[src/rtl/seq_divider_pkg.sv]
// div_pkg: types and defaults shared by the sequential divider.
//   state_t       - FSM state encoding (IDLE, RUN, DONE) on 2 bits
//   DEFAULT_WIDTH - default operand/result width
package div_pkg;
    localparam int DEFAULT_WIDTH = 16;

    typedef enum logic [1:0] {
        IDLE = 2'd0,
        RUN  = 2'd1,
        DONE = 2'd2
    } state_t;
endpackage

[src/rtl/seq_divider_step.sv]
// div_step: one combinational restoring-division iteration.
//   rem      in  WIDTH  partial remainder before this step
//   in_bit   in  1      next dividend bit, shifted into the remainder LSB
//   divisor  in  WIDTH  divisor
//   rem_next out WIDTH  partial remainder after this step
//   q_bit    out 1      quotient bit produced by this step
module div_step
    import div_pkg::*;
#(
    parameter int WIDTH = DEFAULT_WIDTH
) (
    input  logic [WIDTH-1:0] rem,
    input  logic             in_bit,
    input  logic [WIDTH-1:0] divisor,
    output logic [WIDTH-1:0] rem_next,
    output logic             q_bit
);
    // The remainder's top bit is always 0 before a shift (rem < 2^k after k
    // steps, and the full-width value only appears after the final step), so
    // keeping it in the WIDTH+1-bit shifted value equals the WIDTH-bit shift.
    logic [WIDTH:0] shifted;
    logic [WIDTH:0] diff;

    always_comb begin
        shifted  = {rem, in_bit};
        diff     = shifted - {1'b0, divisor};
        q_bit    = ~diff[WIDTH];
        rem_next = q_bit ? diff[WIDTH-1:0] : shifted[WIDTH-1:0];
    end
endmodule

[src/rtl/seq_divider.sv]
// seq_divider: multi-cycle unsigned restoring divider, one step per cycle.
//   clk, rst_n            clock (rising edge), async active-low reset
//   start                 request, sampled only in IDLE with the operands
//   dividend, divisor     unsigned operands
//   busy                  high while iterating
//   done                  one-cycle pulse, results valid
//   quotient, remainder   registered results, held until the next result
//   div_by_zero           set with done when the divisor was 0
module seq_divider
    import div_pkg::*;
#(
    parameter int WIDTH = DEFAULT_WIDTH
) (
    input  logic             clk,
    input  logic             rst_n,
    input  logic             start,
    input  logic [WIDTH-1:0] dividend,
    input  logic [WIDTH-1:0] divisor,
    output logic             busy,
    output logic             done,
    output logic [WIDTH-1:0] quotient,
    output logic [WIDTH-1:0] remainder,
    output logic             div_by_zero
);
    localparam int CNT_W = (WIDTH > 1) ? $clog2(WIDTH) : 1;

    state_t           state;
    logic [CNT_W-1:0] cnt;
    logic [WIDTH-1:0] dq;       // dividend shifts out the top, quotient shifts in
    logic [WIDTH-1:0] dvs;
    logic [WIDTH-1:0] rem;
    logic             dz_pend;  // divide-by-zero accepted, result due next edge

    logic [WIDTH-1:0] rem_next;
    logic             q_bit;

    div_step #(.WIDTH(WIDTH)) u_step (
        .rem      (rem),
        .in_bit   (dq[WIDTH-1]),
        .divisor  (dvs),
        .rem_next (rem_next),
        .q_bit    (q_bit)
    );

    assign busy = (state == RUN);
    assign done = (state == DONE);

    always_ff @(posedge clk or negedge rst_n) begin
        if (!rst_n) begin
            state       <= IDLE;
            cnt         <= '0;
            dq          <= '0;
            dvs         <= '0;
            rem         <= '0;
            dz_pend     <= 1'b0;
            quotient    <= '0;
            remainder   <= '0;
            div_by_zero <= 1'b0;
        end else begin
            case (state)
                IDLE: begin
                    // Divide-by-zero spends one idle cycle so its done pulse
                    // lands one cycle after the accepting edge; start is
                    // ignored meanwhile.
                    if (dz_pend) begin
                        quotient    <= '1;
                        remainder   <= dq;
                        div_by_zero <= 1'b1;
                        dz_pend     <= 1'b0;
                        state       <= DONE;
                    end else if (start) begin
                        cnt <= '0;
                        dq  <= dividend;
                        dvs <= divisor;
                        rem <= '0;
                        if (divisor == '0) dz_pend <= 1'b1;
                        else               state   <= RUN;
                    end
                end
                RUN: begin
                    rem <= rem_next;
                    dq  <= {dq[WIDTH-2:0], q_bit};
                    cnt <= cnt + CNT_W'(1);
                    if (cnt == CNT_W'(WIDTH-1)) begin
                        quotient    <= {dq[WIDTH-2:0], q_bit};
                        remainder   <= rem_next;
                        div_by_zero <= 1'b0;
                        state       <= DONE;
                    end
                end
                DONE:    state <= IDLE;
                default: state <= IDLE;
            endcase
        end
    end
endmodule

[config.mk]
export PLATFORM = sky130hd
export DESIGN_NAME = seq_divider
export DESIGN_NICKNAME = d
export VERILOG_FILES = /design/src/rtl/seq_divider_pkg.sv /design/src/rtl/seq_divider_step.sv /design/src/rtl/seq_divider.sv
export SDC_FILE = /design/constraint.sdc
export NUM_CORES = 1
export LEC_CHECK = 0
export ABC_AREA = 1
export ABC_CLOCK_PERIOD_IN_PS = 3900
export CORE_MARGIN = 4
export CORE_UTILIZATION = 60
export DETAILED_ROUTE_END_ITERATION = 16
export PLACE_DENSITY = 0.92
export SYNTH_ARGS = -nofsm -noshare
export SYNTH_HDL_FRONTEND = slang
export SYNTH_SLANG_ARGS = --single-unit
[constraint.sdc]
create_clock -name clk -period 3.9 [get_ports clk]
set_input_delay 0.78 -clock clk [delete_from_list [all_inputs] [get_ports clk]]
set_output_delay 0.78 -clock clk [all_outputs]
set_load 0.005 [all_outputs]
### Word level (Yosys, flattened, before mapping)

Index checks and enable logic that the tools add are counted.

* reduce and logical (&&, ||, !) cells: 7
* mux-type cells: 27
* eq/ne operators: 9
* bitwise logic cells: 2
* $add $sub $neg: 2

Operators with widths (number)
* $mux 16: 9
* $pmux 16 s2: 4
* $sub 17x16->17: 1
* $logic_not 16->1: 1
* $reduce_and 3->1: 4
* $mux 2: 4
* $mux 4: 2
* $pmux 4 s2: 1
* $ne 2x2->1 const B: 3
* $ne 3x3->1 const B: 2
* $mux 1: 5
* $add 4x1->4 const B: 1
* $eq 4x4->1 const B: 1
* $pmux 2 s2: 1
* $eq 2x1->1 const B: 1
* $eq 2x2->1 const B: 1
* $logic_not 2->1: 1
* $ne 2x1->1 const B: 1
* $not 1->1: 2
* $pmux 1 s2: 1
* $reduce_bool 2->1: 1

* output and inout bits: 35
* flip-flop bits (word level): 88
* input bits: 35

### Longest topological paths before layout

* word-level depth: 5
* mapped depth: 16
* gate-level depth less buffers: 16

### Hierarchy

From an unflattened synthesis, not the netlist that was laid out.

* cell total of the unflattened synthesis: 688
* area, all modules: 5191.2 um^2

Modules (own cells, without submodules)
* seq_divider: sequential area each 2202.1 um^2, area each 3741.1 um^2, times used 1, cells an instance 406
* div_step: sequential area each 0.0 um^2, area each 1450.1 um^2, times used 1, cells an instance 282

### Worst setup path after synthesis

No wires, ideal clock.

* path kind: register to register
* from: reg dq[15]
* to: reg dq[0]
* period minus slack after synthesis: 2.094 ns
* path slack: 1.806 ns
* data required time: 3.771 ns
* buffers on the path: 1
* arrival time: 1.965 ns
* stages on the path, launching flop included: 16
* setup time: 0.129 ns
* cell sequence: dfrtp_1 > inv_1 > ha_1 > inv_1 > fa_1 > nand2_1 > nand2_1 > nand3_2 > nand2_2 > nand2_2 > nand2_2 > nand2_4 > nand2_4 > buf_6 > nor2_1 > o22ai_1

* word-level cells in the longest chain between the ends: 3

Ends and longest elaborated chain
* start, declared: line seq_divider.sv:29 `logic [WIDTH-1:0] dq;`
* start signal, assigned: line seq_divider.sv:73 `dq <= dividend;`
* start signal, assigned: line seq_divider.sv:82 `dq <= {dq[WIDTH-2:0], q_bit};`
* $sub 17x16->17: line seq_divider_step.sv:26 `diff = shifted - {1'b0, divisor};`
* $not 1->1: line seq_divider_step.sv:27 `q_bit = ~diff[WIDTH];`
* $pmux 16 s2: line seq_divider.sv:60 `case (state)`

No other way between the ends.
A chain may end at the register's enable or synchronous reset.

### Worst setup path in the final report

* from: reg state[0]
* to: out busy

* word-level cells in the longest chain between the ends: 1

Ends and longest elaborated chain
* start, declared: line seq_divider.sv:27 `state_t state;`
* start signal, assigned: line seq_divider.sv:50 `state <= IDLE;`
* start signal, assigned: line seq_divider.sv:70 `state <= DONE;`
* start signal, assigned: line seq_divider.sv:77 `else state <= RUN;`
* $eq 2x1->1: line seq_divider.sv:45 `assign busy = (state == RUN);`
* end, declared: line seq_divider.sv:19 `output logic busy,`

No other way between the ends.

==> flow_summary.json <==
{
  "antenna_found_initial": 0,
  "slew_violations": 0,
  "min_period_ps": 2828,
  "arrival_ps": 2050,
  "required_ps": 3120,
  "crit_end": "busy",
  "tightest_slew_ps": 1066,
  "setup_viol": 0,
  "ys_ff_latch": 88,
  "io_buffer_count": 69,
  "clock_sinks": 88,
  "dr_wl_met2_mm": 6.274,
  "rows": 33,
  "r2r-end": "remainder[7]",
  "grt_pass1_vias": 4426,
  "synthCells": 649,
  "rr_worst_depth": 10,
  "layout.nets": 759,
  "syn_area_um2": 5021,
  "cts_tree": "done",
  "top_layer": "met4",
  "hold_violations": 0,
  "drive_above_1_share_pct": 8.439,
  "areaGrowthSynthToFinish_pct": 18.14,
  "grt_usage_pct": 26.93,
  "numCtsBuffers": 9,
  "num_vias": 4569,
  "design.portCount": 70,
  "firstDrtPassIters": 7,
  "antenna-diode-count": 0,
  "htree_num_levels": 3,
  "cp_slowest_cell": "clkdlybuf4s50_1",
  "ys_seq_area_share_pct": 43.86,
  "holdWs_ps": 499.7,
  "cts_resized": 0,
  "m1WireLength_mm": 5.218,
  "dieWidth_um": 99.48,
  "gp_congestion": 0.9038,
  "period_share_pct": 72.50,
  "crit_type": "flip-flop to output port",
  "clock_latency_ps": 370,
  "crit_path_start": "state[0]",
  "vias_per_cell": 5.599,
  "critPathTopFamily": "buffers and inverters",
  "status": "completed",
  "regArea_um2": 2202,
  "syn_nets": 702,
  "r2r_start": "state[0]",
  "overflow": 0,
  "dieArea_um2": 9896,
  "die_y_um": 99.48,
  "crit_fanout": 19,
  "cts-root-buf": "clkbuf_8",
  "wirelength_mm": 12.67,
  "rsz0062_at_grt": "false",
  "maxCapViolCount": 0,
  "start_kind": "flip-flop",
  "synthDistinctLibCells": 38,
  "synth_top_cell_area_share_pct": 43.86,
  "max-clock-path-buffers": 2,
  "fin_setup_tns_ps": 0,
  "fmax_ghz": 0.3536,
  "clkTransAtPathRegs_ps": 90,
  "drt-initial-drc-count": 362,
  "slew-limit-headroom_pct": 28.95,
  "netlist_top_cells_area": "dfrtp_1 44%, nand2_1 11%, inv_1 8.4%",
  "avgSynthCellArea_um2": 7.737,
  "dr_wl_met3_um": 759,
  "yosys_warnings": 0,
  "final_util_pct": 72.56,
  "post-dp-hpwl_mm": 9.311,
  "postCtsSetupBuffers": 0,
  "floorplan.initialDensity_pct": 61.42,
  "synth_largest_area_cell": "dfrtp_1",
  "coreArea_um2": 8175,
  "multi_input_area_um2": 2257,
  "fin_skew_ps": 16.71,
  "path_cells": "inv_2 > nor2_4 > clkdlybuf4s50_1",
  "hold_path.class": "flip-flop to flip-flop",
  "drc": 0,
  "cpPeakStageDelay_ps": 620,
  "wl_per_cell_um": 15.52,
  "worst-r2r-setup-slack_ps": 1090,
  "grt_max_degree": 89,
  "grt_pass1_wl_mm": 21.20,
  "cp-end-kind": "output port",
  "fillers": 608,
  "worstSetupPathDepth": 3,
  "critPathBufInv": 2,
  "cts_hold_buf": 0,
  "drtAntennaViolNets": 0
}
[metal layers]
metal / track usage, % / vias up
li1: - / 2184
met5: 0 / -
met1: 35.41 / 2139
met3: 3.927 / 45
met4: 9.664 / 0
met2: 45.61 / 201
[synthesized netlist by cell type, drive strengths merged]
library cell / number
xor2: 5
fa: 1
nand4: 5
ha: 17
clkbuf: 9
dfrtp: 88
nand2: 165
inv: 117
o211ai: 15
or2: 1
o21a: 1
nand3: 36
nor2: 47
nor3: 2
nor4: 1
buf: 16
and2: 2
a31oi: 15
a22o: 2
a21oi: 45
xnor2: 3
o21ai: 48
nand3b: 6
o22ai: 2
[per-stage QoR]
step | instance area, um^2 | setup slack [ps] | std cells
5_1_grt | 5932 | 941.2 | 816
4_1_cts | 5932 | 1097 | 816
6_report | 5932 | 1072 | 816
3_5_place_dp | 5733 | 1216 | 800
3_3_place_gp | 5733 | 1320 | 800
2_1_floorplan | 5021 | 1806 | 649
[area by class of cell]
type | count | share of cell area (%)
Inverter | 117 | 7.403
Sequential cell | 88 | 37.12
Clock buffer | 9 | 2.088
Clock inverter | 7 | 1.266
Tap cell | 105 | 2.215
Multi-Input combinational cell | 419 | 38.05
Timing Repair Buffer | 71 | 11.85
[cell families after synthesis]
| logic type | count (synthesis) | synth area share, % |
|---|---|---|
| flops | 88 | 43.86 |
| compound gates | 128 | 14.73 |
| xor+xnor | 8 | 1.396 |
| buf+inv | 142 | 11.34 |
| fa+ha+maj | 18 | 4.635 |
| simple gates | 265 | 24.05 |
[state kept, by name, summed over array words and instances (netlist names)]
register,cells
dq,16
dvs,16
quotient,16
rem,16
remainder,16
cnt,4
state,2
div_by_zero,1
dz_pend,1
[worst min path at each step]
stage               startpoint  endpoint  slack (ps)  cells after the start
finish                  dvs[9]    dvs[9]         500                      2
global route            dvs[2]    dvs[2]         530                      2
detailed placement      dvs[2]    dvs[2]         480                      2
floorplan              dvs[10]   dvs[10]         450                      2
CTS                     dvs[2]    dvs[2]         500                      2
global placement        dvs[5]    dvs[5]         470                      2
[worst reg2reg max path: stages, from the launching register on]
cell	delay [ps]
dfrtp_1	490
inv_2	70
nor2_4	500
inv_2	330
o21a_1	280
nand2_1	80
nor2_2	40
buf_4	280
inv_2	350
a21oi_1	120
a21oi_1	180
[layout by cell type, fill, tap and decap left out, drive strengths merged]
cell	count
o21ai	48
o21a	1
a31oi	15
clkbuf	9
o211ai	15
ha	17
nand4	5
nor4	1
clkinvlp	1
o22ai	2
nand3b	6
or2	1
a22o	2
nor2	47
a21oi	45
xor2	5
xnor2	3
inv	120
buf	3
clkdlybuf4s50	68
nand2	165
nand3	36
fa	1
clkinv	3
and2	2
nor3	2
dfrtp	88
Power is left out: the tool's default activity adds up to more than one toggle a clock period on the data nets, which glitch-free logic cannot reach.
